**src/rtl/chk_frame_seq_pkg.sv**
```systemverilog
// Shared constants and state encoding for the 15-bit check-register frame sequencer.
package chk_frame_seq_pkg;

    localparam int CHK_W   = 15;
    localparam int FRAME_N = 64;
    localparam int MSG_K   = 40;

    typedef enum logic [1:0] {
        IDLE,
        SHIFT,
        DONE
    } state_t;

endpackage

```
**src/rtl/chk_shift15.sv**
```systemverilog
// 15-bit check register: rotates toward bit 0, with the incoming bit folded into the top.
module chk_shift15
    import chk_frame_seq_pkg::*;
(
    input  logic             clk,
    input  logic             rst_n,
    input  logic             clr,
    input  logic             shift,
    input  logic             data_in,
    output logic [CHK_W-1:0] q
);

    always_ff @(posedge clk or negedge rst_n) begin
        if (!rst_n) begin
            q <= '0;
        end else if (clr) begin
            q <= '0;
        end else if (shift) begin
            q <= {data_in ^ q[0], q[CHK_W-1:1]};
        end
    end

endmodule

```
**src/rtl/chk_frame_seq.sv**
```systemverilog
// Frame sequencer: collects N serial bits into the check register and offers the
// final check value on a valid/ready result port.
module chk_frame_seq
    import chk_frame_seq_pkg::*;
#(
    parameter int N = FRAME_N,
    parameter int K = MSG_K,
    parameter int W = CHK_W
) (
    input  logic         clk,
    input  logic         rst_n,
    input  logic         abort,
    input  logic         in_valid,
    output logic         in_ready,
    input  logic         in_bit,
    output logic         out_valid,
    input  logic         out_ready,
    output logic [W-1:0] out_check,
    output logic         out_zero,
    output logic         busy,
    output logic [15:0]  frame_cnt
);

    localparam int CNT_W = $clog2(N);

    // The register width is fixed; K only needs to be a sensible message length.
    if (W != CHK_W || N < 2 || K < 1 || K >= N) begin : g_param_err
        $error("chk_frame_seq: unsupported parameter set");
    end

    state_t             state, state_next;
    logic [CNT_W-1:0]   cnt, cnt_next;
    logic               clr, shift, frame_inc;
    logic [CHK_W-1:0]   check_q;

    chk_shift15 u_shift (
        .clk     (clk),
        .rst_n   (rst_n),
        .clr     (clr),
        .shift   (shift),
        .data_in (in_bit),
        .q       (check_q)
    );

    always_ff @(posedge clk or negedge rst_n) begin
        if (!rst_n) begin
            state     <= IDLE;
            cnt       <= '0;
            frame_cnt <= '0;
        end else begin
            state <= state_next;
            cnt   <= cnt_next;
            if (frame_inc) begin
                frame_cnt <= frame_cnt + 16'd1;
            end
        end
    end

    // Abort pre-empts every handshake, including a result being taken this cycle.
    always_comb begin
        state_next = state;
        cnt_next   = cnt;
        clr        = 1'b0;
        shift      = 1'b0;
        frame_inc  = 1'b0;
        if (abort) begin
            state_next = IDLE;
            cnt_next   = '0;
            clr        = 1'b1;
        end else begin
            case (state)
                IDLE: begin
                    if (in_valid) begin
                        shift      = 1'b1;
                        cnt_next   = CNT_W'(1);
                        state_next = SHIFT;
                    end
                end
                SHIFT: begin
                    if (in_valid) begin
                        shift = 1'b1;
                        if (cnt == CNT_W'(N - 1)) begin
                            cnt_next   = '0;
                            state_next = DONE;
                        end else begin
                            cnt_next = cnt + CNT_W'(1);
                        end
                    end
                end
                DONE: begin
                    if (out_ready) begin
                        clr        = 1'b1;
                        frame_inc  = 1'b1;
                        state_next = IDLE;
                    end
                end
                default: begin
                    state_next = IDLE;
                    cnt_next   = '0;
                    clr        = 1'b1;
                end
            endcase
        end
    end

    // Handshake outputs come from state alone so in_ready never depends on in_valid/out_ready.
    assign in_ready  = (state != DONE);
    assign out_valid = (state == DONE);
    assign busy      = (state == SHIFT);
    assign out_check = check_q;
    assign out_zero  = (out_check == '0);

endmodule

```
**config.mk**
```make
export PLATFORM = sky130hd
export DESIGN_NAME = chk_frame_seq
export DESIGN_NICKNAME = d
export VERILOG_FILES = /design/src/rtl/chk_frame_seq_pkg.sv /design/src/rtl/chk_shift15.sv /design/src/rtl/chk_frame_seq.sv
export SDC_FILE = /design/constraint.sdc
export NUM_CORES = 1
export LEC_CHECK = 0
export BUFFER_PORTS_ARGS = -buffer_cell sky130_fd_sc_hd__buf_4
export CELL_PAD_IN_SITES_DETAIL_PLACEMENT = 1
export CELL_PAD_IN_SITES_GLOBAL_PLACEMENT = 2
export CORE_MARGIN = 3
export CORE_UTILIZATION = 33
export DETAILED_ROUTE_END_ITERATION = 8
export GPL_TIMING_DRIVEN = 1
export PLACE_DENSITY = 0.77
export SLEW_MARGIN = 20
export SYNTH_ARGS = -nofsm -noshare
export SYNTH_HDL_FRONTEND = slang
export SYNTH_SLANG_ARGS = --single-unit
export TNS_END_PERCENT = 30
```
**constraint.sdc**
```tcl
create_clock -name clk -period 1.8 [get_ports clk]
set_input_delay 0.09 -clock clk [delete_from_list [all_inputs] [get_ports clk]]
set_output_delay 0.09 -clock clk [all_outputs]
set_load 0.01 [all_outputs]
```
==> flow_summary.ini <==
[die]
floorplan.initialDensity = 0.354
placeableCoreArea_um2 = 5340
floorplan.rows = 26
die_area_um2 = 6670
floorplan.io_pins = 41
die_width_um = 81.7
dieHeight_um = 81.7

[layout]
proportion_of_layout_cells_with_a_drive_suffix_above_1 = 0.229
antenna_cells_inserted = 0
areaGrowthSynthToFinish_pct = 23.8
fin_nets = 247
layout_common_cells = 44 x sky130_fd_sc_hd__buf_4, 39 x sky130_fd_sc_hd__dfrtp_1, 38 x sky130_fd_sc_hd__nand2_1, 20 x sky130_fd_sc_hd__a21oi_1
instances_no_fill = 310
seq_area_um2 = 976
mostFrequentLayoutCell = sky130_fd_sc_hd__buf_4
n_fill_cell = 640
multi_input_comb_area_um2 = 841

[yosys]
yosys_register_bits = 39
post_synth_instance_area_um2 = 1890
seq_area_frac_synth = 0.516
yosys_warnings = 0
net_count_of_the_mapped_netlist = 205
syn_avg_cell_area_um2 = 9.60
synthCells = 197
top_area_cells_in_the_synthesized_netlist = sky130_fd_sc_hd__dfrtp_1 52%, sky130_fd_sc_hd__nand2_1 7.5%, sky130_fd_sc_hd__xnor2_1 5.6%
synth.lib_cells_used.distinct = 33
post-synth-top-area-fraction = 0.516
synth_largest_area_cell = sky130_fd_sc_hd__dfrtp_1

[grt]
initial_antenna_violation_count = 0
grt_pass1_vias = 1510
grt.total_usage = 0.149
pin_count_of_the_biggest_net_entering_global_routing = 40
grt_overflow = 0
wire_length_of_the_first_global_routing_pass_um = 7560

[hold_path]
holdCritPathClass = in2reg

[power_and_ir_drop]
static_leakage_uw = 0.00108
power_density_nw_per_um2 = 675
irDropWorstVdd_uv = 425

[run]
maximum_capacitance_violations = 0

[placement]
gp_congestion = 0.720
placed_cells = 301
place_hpwl_um = 3230
io_buffer_count = 40

[route]
route.antenna.remaining_nets = 0
wl_met3_um = 202
routed.top_layer = met4
drc = 0
firstDrtPassIters = 4
post_drt_via_cell_ratio = 4.93
vias = 1527
m1WireLength_um = 2140
wirelength_um = 4490
number_of_drc_markers_after_the_initial_detailed_route_iteration = 115
sum_of_met2_wire_segment_lengths_after_detailed_routing_um = 2080
wire_per_inst_um = 14.5

[sta]
final_min_period_over_clock_period = 0.847
setup_viol = 0
unrepaired_setup_endpoints_after_global_routing = no
slew-limit-headroom = 0.588
worst_slew_pin_slew_ns = 0.618
hold_viol = 0
timing.fmax_mhz = 656
min_period_ns = 1.52
final_max_slew_viol_count = 0
clock-skew-final_ns = 0.00531
setup_total_negative_slack_ns = 0
worst_hold_slack_ns = 0.0610

[setup_path]
worst-path-max-fanout = 15
max_stage_delay_ns = 0.41
r2r_end = u_shift.q[14]
worst-r2r-cell-count = 4
worstPathCellList = buf_4 -> o21ai_0 -> nand2b_1 -> a211oi_1
cp_top_family = compound AO/OA/AOI/OAI gates
crit-reg2reg-launch = state[0]
slowest_stage_cell_on_the_critical_path = sky130_fd_sc_hd__dfrtp_1
startpoint = state[0]
crit_type = reg2reg
worst-path-stages = 4
cp.buffers_inverters = 1
crit_required_ns = 2.00
critPathLaunchType = register
setup.worst_path.end_class = register
data_arrival_time_of_the_worst_path_ns = 1.72
critical_path.endpoint = u_shift.q[14]
reg2reg_slack_ns = 0.28

[run_status]
run_status = finished clean

[clock_tree]
clk_root_buffer_cell = sky130_fd_sc_hd__clkbuf_8
cts.repair_timing.setup_buffer_count = 0
cts_tree = done
cts-root-to-sink-buffers = 2
cts.reportedPaths.clkPinSlew_ns = 0.08
postCtsResizedCells = 0
h_tree_levels = 2
cts_sinks = 39
clock_insertion_delay_worst_skew_ns = 0.29
cts_inserted_buffers = 5
[per-stage QoR]
step	area (µm²)	utilization	power (µW)	worst slack [ns]
CTS	2340	0.439	1620	0.227
floorplan	1890	-	970	0.409
global route	2340	0.439	1670	0.0727
detailed placement	2250	0.422	1030	0.265
global placement	2250	0.422	1030	0.297
finish	2340	0.439	1580	0.275
[layout make-up]
cell class	instances	area share
Clock buffer	7	0.0326
Sequential cell	39	0.417
Inverter	4	0.00641
Timing Repair Buffer	45	0.145
Multi-Input combinational cell	144	0.359
Tap cell	70	0.0374
Clock inverter	1	0.00214
[sequential cells by signal (all words and copies together) (netlist names)]
name	count
u_shift.q	15
frame_cnt	16
cnt	6
state	2
[routing by layer]
| metal | up-vias | track usage |
|---|---|---|
| met5 | - | 0 |
| met4 | 0 | 0.0449 |
| met3 | 6 | 0.0373 |
| met2 | 29 | 0.227 |
| met1 | 737 | 0.210 |
| li1 | 755 | - |
[worst min path at each step]
stage | start | end | depth (start not counted)
after floorplan | rst_n | cnt[0] | 0
after global placement | rst_n | frame_cnt[2] | 1
after detailed placement | rst_n | frame_cnt[8] | 1
after CTS | abort | cnt[1] | 2
after global routing | abort | cnt[0] | 2
final | abort | cnt[1] | 2
[cells by family after synthesis]
family | share of synthesized area
muxes | 0.0172
AOI/OAI and AO/OA | 0.0927
DFF | 0.516
buffers and inverters | 0.0390
and+or+nand+nor | 0.248
xor gates and xnor gates | 0.0741
adders and majority gates | 0.0132
[where the power goes]
group / total [µW] / internal (µW) / leakage, µW / switching, µW
combinational: 112 / 42.2 / 0.000506 / 69.7
sequential: 895 / 884 / 0.000530 / 11.2
clock: 574 / 272 / 0.0000422 / 301
total: 1580 / 1200 / 0.00108 / 382
[cell usage after synthesis (all sizes together)]
cell,n
and4,4
or3,1
buf,7
nand2b,4
a211oi,2
o21ai,4
a31oi,3
o31ai,1
nor4,4
ha,2
nor3b,1
nor2,12
inv,4
xnor2,12
a21oi,20
nor3,2
o21a,1
nor2b,4
nand4,6
and3,3
xor2,4
clkbuf,3
mux2,2
mux2i,1
nand2,38
nor4bb,1
and2,3
dfrtp,39
o22ai,1
nand3,8
[timing repair]
item | 4_1_cts | 5_1_grt
setup endpoints to repair | 0 | 0
hold endpoints to repair | 39 | 0
hold buffers | 1 | 0
(Power assumes the default switching activity.)
